<file path="config.mk">
export PLATFORM = sky130hd
export DESIGN_NAME = seq_builder
export DESIGN_NICKNAME = d
export VERILOG_FILES = /design/src/rtl/seq_builder_pkg.sv /design/src/rtl/seq_builder_cycle_timer.sv /design/src/rtl/seq_builder.sv
export SDC_FILE = /design/constraint.sdc
export NUM_CORES = 1
export LEC_CHECK = 0
export ABC_AREA = 1
export CAP_MARGIN = 20
export CORE_MARGIN = 3
export CORE_UTILIZATION = 60
export CTS_BUF_LIST = sky130_fd_sc_hd__clkbuf_8
export CTS_CLUSTER_DIAMETER = 30
export DETAILED_ROUTE_END_ITERATION = 8
export HOLD_SLACK_MARGIN = 0.15
export PLACE_DENSITY = 0.8
export SLEW_MARGIN = 40
export SYNTH_ARGS = -nofsm -noshare
export SYNTH_HDL_FRONTEND = slang
export SYNTH_SLANG_ARGS = --single-unit
</file>
<file path="constraint.sdc">
create_clock -name clk -period 1.7 [get_ports clk]
set_input_delay 0.425 -clock clk [delete_from_list [all_inputs] [get_ports clk]]
set_output_delay 0.425 -clock clk [all_outputs]
set_load 0.03 [all_outputs]
</file>
<file path="src/rtl/seq_builder_pkg.sv">
// Shared definitions for the secret-sequence builder: FSM encoding and the
// symbol/sequence defaults also used by the input checker.
package seq_builder_pkg;

  typedef enum logic [2:0] {
    ST_IDLE     = 3'd0,
    ST_CAPTURE  = 3'd1,
    ST_SHOW_ON  = 3'd2,
    ST_SHOW_OFF = 3'd3,
    ST_DONE     = 3'd4
  } state_t;

  localparam int SEQ_LEN_DEF = 8;
  localparam int SYM_W_DEF   = 2;

  // A terminal count of 1 still needs a 1-bit counter.
  function automatic int cnt_width(input int count);
    return (count > 1) ? $clog2(count) : 1;
  endfunction

endpackage

</file>
<file path="src/rtl/seq_builder_cycle_timer.sv">
// Modulo-COUNT cycle counter: counts while enabled, held at zero by clear,
// and flags the last cycle of each period with a combinational done pulse.
module cycle_timer
  import seq_builder_pkg::*;
#(
  parameter int COUNT = 8
) (
  input  logic clk,
  input  logic reset,
  input  logic clear,
  input  logic enable,
  output logic done
);

  localparam int W = cnt_width(COUNT);
  localparam logic [W-1:0] LAST = W'(COUNT - 1);

  logic [W-1:0] cnt;

  assign done = enable && (cnt == LAST);

  always_ff @(posedge clk) begin
    if (!reset || clear) begin
      cnt <= '0;
    end else if (enable) begin
      cnt <= done ? '0 : cnt + 1'b1;
    end
  end

endmodule

</file>
<file path="src/rtl/seq_builder.sv">
// Samples the LFSR every STRIDE cycles to build a round's symbol sequence,
// plays it on a one-hot LED bank, then holds it for the checker's read port.
module seq_builder
  import seq_builder_pkg::*;
#(
  parameter int SEQ_LEN     = SEQ_LEN_DEF,
  parameter int SYM_W       = SYM_W_DEF,
  parameter int STRIDE      = 8,
  parameter int HOLD_CYCLES = 25000000,
  parameter int GAP_CYCLES  = 12500000
) (
  input  logic                       clk,
  input  logic                       reset,
  input  logic [7:0]                 lfsr_in,
  input  logic                       start,
  input  logic [$clog2(SEQ_LEN)-1:0] rd_idx,
  output logic [SYM_W-1:0]           rd_sym,
  output logic [(1<<SYM_W)-1:0]      led,
  output logic                       busy,
  output logic                       seq_ready,
  output logic [2:0]                 dbg_state
);

  localparam int IW    = $clog2(SEQ_LEN);
  localparam int LED_W = 1 << SYM_W;
  localparam logic [IW-1:0] LAST_IDX = IW'(SEQ_LEN - 1);

  state_t           state;
  logic [IW-1:0]    sym_idx;
  logic [SYM_W-1:0] sym_buf [SEQ_LEN];
  logic             stride_done;
  logic             hold_done;
  logic             gap_done;
  logic             unused_lfsr;

  assign unused_lfsr = ^lfsr_in[7:SYM_W];
  assign dbg_state   = state;

  // Each timer is held at zero outside its own state, so entering the state
  // always starts a fresh period.
  cycle_timer #(.COUNT(STRIDE)) u_stride_timer (
    .clk    (clk),
    .reset  (reset),
    .clear  (state != ST_CAPTURE),
    .enable (state == ST_CAPTURE),
    .done   (stride_done)
  );

  cycle_timer #(.COUNT(HOLD_CYCLES)) u_hold_timer (
    .clk    (clk),
    .reset  (reset),
    .clear  (state != ST_SHOW_ON),
    .enable (state == ST_SHOW_ON),
    .done   (hold_done)
  );

  cycle_timer #(.COUNT(GAP_CYCLES)) u_gap_timer (
    .clk    (clk),
    .reset  (reset),
    .clear  (state != ST_SHOW_OFF),
    .enable (state == ST_SHOW_OFF),
    .done   (gap_done)
  );

  always_ff @(posedge clk) begin
    if (!reset) begin
      state     <= ST_IDLE;
      sym_idx   <= '0;
      rd_sym    <= '0;
      led       <= '0;
      busy      <= 1'b0;
      seq_ready <= 1'b0;
      for (int i = 0; i < SEQ_LEN; i++) sym_buf[i] <= '0;
    end else begin
      rd_sym <= sym_buf[rd_idx];
      // led and seq_ready trail the state by one cycle; a held start still
      // leaves one visible seq_ready cycle before the next round.
      seq_ready <= (state == ST_DONE);
      led       <= (state == ST_SHOW_ON) ? (LED_W'(1) << sym_buf[sym_idx]) : '0;

      case (state)
        ST_IDLE, ST_DONE: begin
          if (start) begin
            state   <= ST_CAPTURE;
            sym_idx <= '0;
            busy    <= 1'b1;
          end
        end
        ST_CAPTURE: begin
          if (stride_done) begin
            sym_buf[sym_idx] <= lfsr_in[SYM_W-1:0];
            if (sym_idx == LAST_IDX) begin
              state   <= ST_SHOW_ON;
              sym_idx <= '0;
            end else begin
              sym_idx <= sym_idx + 1'b1;
            end
          end
        end
        ST_SHOW_ON: begin
          if (hold_done) state <= ST_SHOW_OFF;
        end
        ST_SHOW_OFF: begin
          if (gap_done) begin
            if (sym_idx == LAST_IDX) begin
              state <= ST_DONE;
              busy  <= 1'b0;
            end else begin
              state   <= ST_SHOW_ON;
              sym_idx <= sym_idx + 1'b1;
            end
          end
        end
        default: begin
          state <= ST_IDLE;
          busy  <= 1'b0;
        end
      endcase
    end
  end

endmodule

</file>
==> results.md <==
* Pin count of the biggest net entering global routing at 19
* # setup viols final at 0
* Critical Path Start Type: flop
* Cell Chain, Critical Path: dlygate4sd2_1
* Residual DRC at 0
* Critical path type: reg2out
* IO Count at 25
* Grt total ovfl at 0
* Final Instance Area at 5010 sq um
* Post-CTS Hold Buffers at 0
* Tcrit/Tclk final at a little over nine tenths
* Worst-case clock buffer depth at 2
* Detailed-route wire length per cell at 12.3 um
* CTS tree: built
* CTS clk-pin slew, worst paths at roughly 0.07 ns
* Initial antenna violation count at 0
* CP arrival at 1.19 ns
* Status: completed
* Fin nets at about 670
* Pwr Density at approximately 1100 nW/um^2
* Hold crit path type: reg2reg
* Post-DP HPWL at approximately 6600 um
* Standard-cell rows at 29
* Seq/Total Area, Yosys at between 40% and 50%
* First-pass GRT wire length at around 15000 um
* DIE AREA at approximately 8000 sq um
* Post-DP Area at 4660 sq um
* CTS sink cnt at 85
* Critical path's top delay family: flip-flops
* Gr usage total at roughly a quarter
* Lkg Pwr at 2.07 nW
* YS warnings at 0
* Period minus WS final at between 1.5 and 2 ns
* Number of DRC markers in iteration 0 at roughly 280
* CP Capture Type: primary output
* Core area at ~6600 sq um
* Final Total Pwr at approximately 5.3 mW
* Final Max Slew Viols at 0
* Slew headroom at 72.0%
* Final worst clock skew at between 0.01 and 0.015 ns
* Worst Tran Pin Value at roughly 0.42 ns
* Vias in the first global route at between 3000 and 4000
* Crit path max-delay cell type: dfxtp_2
* Root Driver: clkbuf_8
* Ant. Diodes at 0
* Final hold vios at 0
* Max-capacitance violation count at 0
* Mapped Area at 4190 sq um
* Sum Neg Setup Slack at 0 ns
* Synthesized instance count at 600
* CTS Buf Count at 9
* CP Max Fanout at 7
* Die Height at approximately 90 um
* Synth Net Count at slightly above 600
* Synth Register Bits at 85
* Via density at approximately 5.1
* Post-Syn Area per Cell at approximately 7.0 sq um
* Routability cong. at between 0.9 and 1
* Clk_lat worst skew at around 0.35 ns
* Max H-tree Level at 3
* DRT antenna net count at 0
* Routed WL at between 9000 and 10000 um
* Worst EP required at 1.27 ns
* PortBufs at 18
* DRT Pass-1 Iters at 5
* Share of cells above drive strength 1 at between 10% and 20%
* Area Overhead vs Synth at 19.8%
* Die Wd at between 80 and 90 um
* Yosys cell types at 33
* Initial Util at 63.7%
* Slowest stage delay, CP at between 0.4 and 0.5 ns
* Max rail drop VDD at 0.752 mV
* Vias at approximately 3800
* Fmax at 618 MHz
* Buf/Inv on CP at 1
==> cell type report <==
class | count | area [sq um]
multi-input combinational | 428 | 2130
sequential | 85 | 1870
fill | 502 | 1560
timing repair buffer | 48 | 393
inverter | 80 | 300
clock buffer | 10 | 138
tap | 93 | 116
clock inverter | 6 | 56.3
==> registers in the layout (all words and copies together) (netlist names), named ones only <==
signal / count
u_hold_timer.cnt: 25
u_gap_timer.cnt: 24
sym_buf: 16
led: 4
dbg_state: 3
sym_idx: 3
u_stride_timer.cnt: 3
rd_sym: 2
busy: 1
seq_ready: 1
==> placed cells by master (no fill, tap or decap), types with 12 or more instances in the layout <==
cell,n
nor2_1,125
o21ai_0,33
nor3_1,12
nor2_2,12
dfxtp_1,59
buf_4,30
nand2_1,137
nand3_1,20
edfxtp_1,16
a21oi_1,22
inv_1,81
==> cell families (layout without fill, tap and decap cells) <==
kind of cell	after synthesis	after routing	share of synthesized area, %
XOR/XNOR	17	17	3.56
buffers and inverters	87	144	7.92
AO/OA/AOI/OAI	63	63	7.86
adder cells (fa/ha/maj)	6	6	1.79
AND/OR/NAND/NOR	342	342	34.4
flip-flops	85	85	44.5
==> worst paths after layout <==
path / cells after the start / to / slack (ns) / start
max reg2reg: 9 / u_hold_timer.cnt[22] / 0.09 / u_hold_timer.cnt[0]
min: 1 / u_stride_timer.cnt[0] / 0.44 / u_stride_timer.cnt[0]
max: 1 / dbg_state[1] / 0.08 / dbg_state[1]
min reg2reg: 1 / u_stride_timer.cnt[0] / 0.44 / u_stride_timer.cnt[0]
==> through the flow <==
stage / utilization (%) / cells / worst slack (ns) / hold WS (ns)
global placement: 70.9 / 731 / -0.312 / 0.416
detailed placement: 70.9 / 731 / -0.358 / 0.427
global route: 76.3 / 750 / -0.0180 / 0.451
floorplan: - / 600 / 0.0339 / 0.406
CTS: 73.7 / 747 / 0.00498 / 0.437
finish: 76.3 / 750 / 0.0815 / 0.436
==> power by group <==
part	leakage [nW]	internal (mW)	switching, mW
Combinational	1.23	0.510	0.986
Clock	0.109	0.707	0.700
Sequential	0.728	2.22	0.217
Total	2.07	3.44	1.90
==> synthesized netlist by cell type <==
cell type	count	area [sq um]
nand4_1	4	25.0
or2_2	1	6.26
dfxtp_1	69	1380
o21ai_0	34	170
nor2_2	3	18.8
and3_1	2	12.5
nor2_1	139	522
o211ai_1	1	7.51
a21oi_2	1	8.76
nor2_4	2	22.5
nor3_1	13	65.1
nand3_2	1	10.0
nor3b_1	5	37.5
nor3_2	2	20.0
xor2_1	9	78.8
nand2_1	143	537
a211oi_1	1	7.51
nor3_4	1	16.3
nand3_1	22	110
o22ai_1	1	6.26
a31oi_1	1	6.26
inv_2	1	3.75
a21oi_1	23	115
buf_2	4	20.0
nand2_2	2	12.5
o31ai_1	1	7.51
xnor2_1	8	70.1
edfxtp_1	16	480
nand3_4	1	17.5
inv_1	79	297
clkbuf_1	3	11.3
ha_1	6	75.1
or2_0	1	6.26
==> per-layer routing <==
layer	track usage, %	routed length [um]	up-vias
met5	0	0	-
met4	8.25	140	0
met3	5.25	378	15
met2	40.4	4540	98
met1	31.0	4200	1742
li1	-	-	1982
==> what timing repair did <==
item	4_1_cts	5_1_grt
cloned	0	0
setup buffers	0	3
endpoints found under the setup margin	15	81
gates resized for setup	14	44
pin swaps	1	7
(Power assumes the default switching activity.)
